===== config.mk =====
export PLATFORM = sky130hd
export DESIGN_NAME = riscv_ppreg_skid
export DESIGN_NICKNAME = d
export VERILOG_FILES = /design/src/rtl/riscv_ppreg_skid.sv
export SDC_FILE = /design/constraint.sdc
export NUM_CORES = 1
export LEC_CHECK = 0
export ABC_CLOCK_PERIOD_IN_PS = 3250
export CAP_MARGIN = 20
export CORE_MARGIN = 3
export CORE_UTILIZATION = 54
export CTS_CLUSTER_SIZE = 25
export DETAILED_ROUTE_END_ITERATION = 10
export PLACE_DENSITY = 0.95
export SETUP_SLACK_MARGIN = 0.1
export SLEW_MARGIN = 20
export SYNTH_ARGS = -nofsm -noshare
export SYNTH_HDL_FRONTEND = slang
export SYNTH_SLANG_ARGS = --single-unit

===== constraint.sdc =====
create_clock -name i_riscv_pps_clk -period 3.25 [get_ports i_riscv_pps_clk]
set_input_delay 0.4875 -clock i_riscv_pps_clk [delete_from_list [all_inputs] [get_ports i_riscv_pps_clk]]
set_output_delay 0.4875 -clock i_riscv_pps_clk [all_outputs]
set_load 0.01 [all_outputs]

===== src/rtl/riscv_ppreg_skid.sv =====
// riscv_ppreg_skid: pipeline-stage register with valid/ready handshake.
// Holds one entry (SKID=0) or up to two entries (SKID=1, main + skid) so
// that ready_in can be driven from a flop without losing throughput.
// Also provides flush with control kill, a retire pulse and a saturating
// stall-cycle counter.
module riscv_ppreg_skid #(
  parameter int DATA_W  = 64,
  parameter int CTRL_W  = 16,
  parameter int SKID    = 1,
  parameter int STALL_W = 16
) (
  input  logic               i_riscv_pps_clk,
  input  logic               i_riscv_pps_rst_n,
  input  logic               i_riscv_pps_flush,
  input  logic               i_riscv_pps_valid_in,
  output logic               o_riscv_pps_ready_in,
  input  logic [DATA_W-1:0]  i_riscv_pps_data_in,
  input  logic [CTRL_W-1:0]  i_riscv_pps_ctrl_in,
  output logic               o_riscv_pps_valid_out,
  input  logic               i_riscv_pps_ready_out,
  output logic [DATA_W-1:0]  o_riscv_pps_data_out,
  output logic [CTRL_W-1:0]  o_riscv_pps_ctrl_out,
  output logic               o_riscv_pps_retire,
  output logic [1:0]         o_riscv_pps_count,
  output logic [STALL_W-1:0] o_riscv_pps_stall_cnt
);

  // State encoding doubles as the occupancy count.
  typedef enum logic [1:0] {
    ST_EMPTY = 2'd0,
    ST_ONE   = 2'd1,
    ST_TWO   = 2'd2
  } state_e;

  localparam logic [STALL_W-1:0] STALL_MAX = {STALL_W{1'b1}};

  state_e             state_q, state_d;
  logic [DATA_W-1:0]  main_data_q, main_data_d;
  logic [CTRL_W-1:0]  main_ctrl_q, main_ctrl_d;
  logic [DATA_W-1:0]  skid_data_q, skid_data_d;
  logic [CTRL_W-1:0]  skid_ctrl_q, skid_ctrl_d;
  logic               retire_q, retire_d;
  logic               ready_q, ready_d;
  logic [STALL_W-1:0] stall_q, stall_d;

  logic valid_out;
  logic ready_in;
  logic in_hs;
  logic out_hs;

  assign valid_out = (state_q != ST_EMPTY);
  // Without skid storage ready must look through to the consumer; with it,
  // ready comes straight from a flop to cut the combinational path.
  assign ready_in  = (SKID != 0) ? ready_q
                                 : (!valid_out || i_riscv_pps_ready_out);
  assign in_hs     = i_riscv_pps_valid_in && ready_in;
  assign out_hs    = valid_out && i_riscv_pps_ready_out;

  // Next-state and datapath selection; flush kills every held entry.
  always_comb begin
    state_d     = state_q;
    main_data_d = main_data_q;
    main_ctrl_d = main_ctrl_q;
    skid_data_d = skid_data_q;
    skid_ctrl_d = skid_ctrl_q;
    if (i_riscv_pps_flush) begin
      state_d     = ST_EMPTY;
      main_data_d = '0;
      main_ctrl_d = '0;
      skid_data_d = '0;
      skid_ctrl_d = '0;
    end else begin
      case (state_q)
        ST_EMPTY: begin
          if (in_hs) begin
            state_d     = ST_ONE;
            main_data_d = i_riscv_pps_data_in;
            main_ctrl_d = i_riscv_pps_ctrl_in;
          end else begin
            state_d = ST_EMPTY;
          end
        end
        ST_ONE: begin
          if (in_hs && out_hs) begin
            state_d     = ST_ONE;
            main_data_d = i_riscv_pps_data_in;
            main_ctrl_d = i_riscv_pps_ctrl_in;
          end else if (in_hs) begin
            // Only reachable with skid storage: consumer stalled, park the new entry.
            if (SKID != 0) begin
              state_d     = ST_TWO;
              skid_data_d = i_riscv_pps_data_in;
              skid_ctrl_d = i_riscv_pps_ctrl_in;
            end else begin
              state_d     = ST_ONE;
              main_data_d = i_riscv_pps_data_in;
              main_ctrl_d = i_riscv_pps_ctrl_in;
            end
          end else if (out_hs) begin
            state_d = ST_EMPTY;
          end else begin
            state_d = ST_ONE;
          end
        end
        ST_TWO: begin
          // ready_in is low here, so only the drain side can move.
          if (out_hs) begin
            state_d     = ST_ONE;
            main_data_d = skid_data_q;
            main_ctrl_d = skid_ctrl_q;
          end else begin
            state_d = ST_TWO;
          end
        end
        default: begin
          state_d = ST_EMPTY;
        end
      endcase
    end
  end

  // Registered ready, retire pulse and saturating stall counter.
  always_comb begin
    ready_d  = (state_d != ST_TWO);
    retire_d = out_hs && !i_riscv_pps_flush;
    if (valid_out && !i_riscv_pps_ready_out && !i_riscv_pps_flush &&
        (stall_q != STALL_MAX)) begin
      stall_d = stall_q + STALL_W'(1);
    end else begin
      stall_d = stall_q;
    end
  end

  // State and storage flops with synchronous active-low reset.
  always_ff @(posedge i_riscv_pps_clk) begin
    if (!i_riscv_pps_rst_n) begin
      state_q     <= ST_EMPTY;
      main_data_q <= '0;
      main_ctrl_q <= '0;
      skid_data_q <= '0;
      skid_ctrl_q <= '0;
      retire_q    <= 1'b0;
      ready_q     <= 1'b1;
      stall_q     <= '0;
    end else begin
      state_q     <= state_d;
      main_data_q <= main_data_d;
      main_ctrl_q <= main_ctrl_d;
      skid_data_q <= skid_data_d;
      skid_ctrl_q <= skid_ctrl_d;
      retire_q    <= retire_d;
      ready_q     <= ready_d;
      stall_q     <= stall_d;
    end
  end

  assign o_riscv_pps_ready_in  = ready_in;
  assign o_riscv_pps_valid_out = valid_out;
  assign o_riscv_pps_data_out  = main_data_q;
  assign o_riscv_pps_ctrl_out  = valid_out ? main_ctrl_q : {CTRL_W{1'b0}};
  assign o_riscv_pps_retire    = retire_q;
  assign o_riscv_pps_count     = state_q;
  assign o_riscv_pps_stall_cnt = stall_q;

endmodule


# --- After elaboration in Yosys (flattened, before gate mapping) ---
# Cells that the tools add are included.
word_totals:
  word_cells: 49
  register_bits: 180
  in_bits: 85
  out_inout_bits: 101
op_classes:
  muxes: 16
  addsub: 1
  reduce_logical: 15
  n_eq_ne: 7
  bitwise: 2
op_table:
  columns: ["cell", "n"]
  rows:
  - ["2-to-1 mux 64 bit", 3]
  - ["case mux 64 bit (3 select lines)", 1]
  - ["2-to-1 mux 16 bit", 4]
  - ["case mux 16 bit (3 select lines)", 1]
  - ["adder 16 x 1 -> 16 bit, second input constant", 1]
  - ["!= test 16 bit, second input constant", 1]
  - ["2-to-1 mux 2 bit", 4]
  - ["!= test 2 bit, second input constant", 4]
  - ["logical AND 1 bit", 7]
  - ["case mux 2 bit (3 select lines)", 1]
  - ["AND reduction 4 bit", 1]
  - ["AND reduction 3 bit", 1]
  - ["nonzero test 3 bit", 1]
  - ["== test 2 x 1 -> 1 bit, second input constant", 1]
  - ["== test 2 bit, second input constant", 1]
  - ["logical NOT 1 bit", 2]
  - ["logical NOT 2 bit", 1]
  - ["2-to-1 mux 1 bit", 2]
  - ["NOT 1 bit", 2]
  - ["nonzero test 2 bit", 1]
  - ["OR reduction 2 bit", 1]

# --- Logic depth before layout (Yosys ltp) ---
depth:
  depth_word: 8
  mapped_depth: 12
  mapped_depth_nobuf: 8

# --- Worst setup path after synthesis ---
# No wires, ideal clock.
synth_path:
  path_type: "register -> register"
  from: "register state_q[1], in the netlist o_riscv_pps_count[1]"
  to: "register main_data_q[4], in the netlist o_riscv_pps_data_out[4]"
  path_slack_ps: 983
  path_buffers: 4
  required_time_ps: 3169
  stages_incl_launch_ff: 13
  t_arrival_ps: 2186
  period_less_slack_ps: 2267
  setup_time_ps: 81
  path_cell_list: "dfxtp_1 > buf_4 > or2_2 > clkbuf_1 > nand2_1 > inv_1 > ha_1 > nand2_1 > a21oi_2 > or2_1 > buf_6 > buf_4 > a211oi_2"
synth_via:
  elab_chain_cells: 5
  elab_cells_between_ends: 12
  classes_between: "eq/ne: 5; mux: 1; reduce/logical: 6"
synth_rtl:
  columns: ["item", "line", "text"]
  rows:
  - ["start, declared", "37", "state_e state_q, state_d;"]
  - ["start signal, assigned", "146", "state_q <= state_d;"]
  - ["nonzero test 2 bit", "51", "assign valid_out = (state_q != ST_EMPTY);"]
  - ["logical AND 1 bit", "57", "assign out_hs = valid_out && i_riscv_pps_ready_out;"]
  - ["logical AND 1 bit", "84", "if (in_hs && out_hs) begin"]
  - ["!= test 2 bit (no source line)", null, null]
  - ["AND reduction 4 bit (no source line)", null, null]
  - ["end signal, assigned", "147", "main_data_q <= main_data_d;"]
  - ["end, declared", "38", "logic [DATA_W-1:0] main_data_q, main_data_d;"]
# Several ways; a longest one is shown, not always the timed one.
# A chain may end at the register's enable or synchronous reset.

# --- Worst setup path in the final report ---
layout_path:
  from: "register state_q[1], in the netlist o_riscv_pps_count[1]"
  to: "output o_riscv_pps_ctrl_out[1]"
layout_via:
  elab_chain_cells: 2
layout_rtl:
  columns: ["item", "line", "text"]
  rows:
  - ["nonzero test 2 bit", "51", null]
  - ["2-to-1 mux 16 bit", "160", "assign o_riscv_pps_ctrl_out = valid_out ? main_ctrl_q : {CTRL_W{1'b0}};"]
  - ["end, declared", "22", "output logic [CTRL_W-1:0] o_riscv_pps_ctrl_out,"]
# Every way passes these cells.

==> run summary <==
Register area: 3600 µm²
Synth top area share: 0.452
Ant. Diodes: 0
Start point of the worst min-delay path: skid_data_q[53]$_SDFFE_PP0P_
DR WL/cell: 18.0 µm
Clock latency on the worst-skew pair: 430 ps
Synth top cells by count: dfxtp_1, nand2_1, a21oi_1
CTS Sinks: 180
Total of warnings raised by yosys: 0
Least-Margin Pin Slew: 667 ps
Reg2reg start: o_riscv_pps_count[1]$_SDFF_PN0_
Post-Synthesis Cells: 858
R2R depth: 8
Initial antenna violation count: 0
Crit path time final: 2720 ps
Cts hold-fix bufs: 0
FP Rows: 43
Yosys reg bits: 180
WHS Path Cells: 2
WHS Endpoint: skid_data_q[53]$_SDFFE_PP0P_
Worst EP arrival: 2230 ps
Die H: 128 µm
Final WL: 21500 µm
Total gr overflow: 0
Starting Density: 0.563
Clock buffer depth: 2
Hold Vio Cnt, Final: 0
Layout cells sized above 1: 0.138
Top post-synthesis cells by area: dfxtp_1, a211oi_2, mux2i_1, nand2_1, a21oi_1
Pins Over Slew Limit: 0
Clk root buf: clkbuf_16
Max-cap viol count: 0
Crit Path Category: reg -> out
DR iter-0 viols: 521
Reg2Reg Setup Slack: 760 ps
Worst reg2reg endpoint: skid_data_q[31]$_SDFFE_PP0P_
Via Count: 6969
DIE WIDTH: 128 µm
Final critical-path share of the clock period: 0.837
Status: finished, final reports clean
Worst-path clk slew: 60 ps
DRC: 0
Cell Area, Synth: 7970 µm²
Finished Cell Area: 10500 µm²
Hpwl dp: 13400 µm
Worst slew margin: 0.555
Ports: 186
Post-CTS setup buffers: 0
Post-CTS sizing: 0
Synthesized area per cell: 9.29 µm²
Pwr/cell area: 497 nW/µm²
Number of global-route vias before repair: 6819
Startpoint types: flip-flop
Worst Path Max Fanout: 21
GP Congestion: 0.828
Setup TNS: 0 ps
Critical Path RT: 2760 ps
Asr flop ratio synth: 0
Largest net degree at the start of global routing: 111
Setup Viol. Count Final: 0
DIE AREA: 16300 µm²
Post-synth top flop: dfxtp_1
Final ANT Viol Nets: 0
Area of the multi-input gates: 4000 µm²
Max Fclk: 367 MHz
CP Capture Type: primary output
H-tree levels: 4
Yosys cell types: 41
Leakage Power: 4.05 nW
Seq/Total Area, Yosys: 0.452
RSZ-0062 raised after global routing: no
Post-DP Area: 9860 µm²
DR pass1 iterations: 5
Vias per cell: 5.84
Synthesis-to-layout area growth: 32.2%
GR Util All Layers: 0.262
First-pass GRT wire length: 34500 µm
Buffers on Ports: 185
Syn Nets: 946
CTS tree: done
Area leader, netlist: dfxtp_1
Total core area: 14100 µm²
Clk_skew: 6.85 ps
Hold crit path type: reg -> reg
Nets: 1089
FILL cells: 945
Most frequent cell after synthesis: dfxtp_1
Max IR drop VDD: 0.381 mV
CTS buffer count: 17
EDFF count, synth: 0
[sequential cells by signal, indices dropped and copies added (netlist names)]
name / flops
o_riscv_pps_stall_cnt: 16
skid_data_q: 64
o_riscv_pps_count: 2
main_ctrl_q: 16
skid_ctrl_q: 16
o_riscv_pps_data_out: 64
o_riscv_pps_ready_in: 1
o_riscv_pps_retire: 1
[critical path, stage by stage, from the launching register on]
cell and delay (ps):
dfxtp_1 600, or2_2 210, buf_4 240, and2_1 180, clkdlybuf4s50_1 570
[worst max-delay path by stage]
stage | start | endpoint | slack (ps) | cells after the start
detailed placement | i_riscv_pps_ready_out | skid_data_q[50]$_SDFFE_PP0P_ | 600 | 8
global route | o_riscv_pps_count[1]$_SDFF_PN0_ | o_riscv_pps_ctrl_out[15] | 400 | 4
floorplan | o_riscv_pps_count[1]$_SDFF_PN0_ | o_riscv_pps_data_out[4]$_SDFFE_PP0P_ | 980 | 12
finish | o_riscv_pps_count[1]$_SDFF_PN0_ | o_riscv_pps_ctrl_out[1] | 530 | 4
global placement | i_riscv_pps_ready_out | skid_data_q[10]$_SDFFE_PP0P_ | 700 | 8
CTS | o_riscv_pps_count[1]$_SDFF_PN0_ | o_riscv_pps_ctrl_out[1] | 490 | 4
[per-layer routing]
metal	global-route usage	share of wire	routed length, µm	vias up
met5	0	0	0	-
met4	0.0921	0.021	459	0
met3	0.0569	0.067	1440	35
met2	0.438	0.50	10700	284
met1	0.334	0.41	8900	3341
li1	-	-	-	3309
[final cells by class]
type | count | area share
sequential | 180 | 0.342
tap | 180 | 0.0214
clock inverter | 13 | 0.0218
clock buffer | 19 | 0.0420
timing repair buffer | 201 | 0.192
inverter | 4 | 0.00142
multi-input combinational | 597 | 0.379
[cells by family after synthesis]
family	synth area share
buffers and inverters	0.0504
and+or+nand+nor	0.191
DFF	0.452
adders and majority gates	0.00471
AOI/OAI and AO/OA	0.194
muxes	0.108
[through the flow]
step	setup WS (ps)	utilization	power [W]	hold WS [ps]	instances
after floorplan	983	-	0.00267	436	858
after global placement	696	0.697	0.00293	440	1162
after detailed placement	603	0.697	0.00295	446	1162
after CTS	487	0.745	0.00526	454	1194
after global routing	404	0.745	0.00539	466	1194
final	528	0.745	0.00523	454	1194
[cell usage in the layout, fill, tap and decap left out, drive strengths merged]
cell type      netlist  layout
mux2i               86      86
nor3                81      81
ha                   3       3
and2                18      18
o21ai                4       4
buf                 24      16
o211a                1       1
bufinv               0       6
dfxtp              180     180
or4                  7       7
nand4                6       6
a21o                 1       1
nor3b                1       1
or2                  3       3
and3                 1       1
and4                 1       1
nand4b               1       1
nand2b               8       8
nor2                 7       7
or3                  2       2
nor4bb               1       1
clkdlybuf4s50        0     185
o31ai                6       6
clkinv               1       5
nand3                2       2
or3b                 1       1
a211oi              80      80
clkbuf              53      19
clkinvlp             0       3
nand3b               2       2
a21oi               92      92
nand2              177     177
nor4                 5       5
inv                  3       3
[where the power goes]
part	internal (W)	total, W	switching, W
clock	0.00146	0.00233	0.000869
sequential	0.00226	0.00230	0.0000387
combinational	0.000281	0.000600	0.000319
Note: power is estimated with default switching activity, not from simulation.
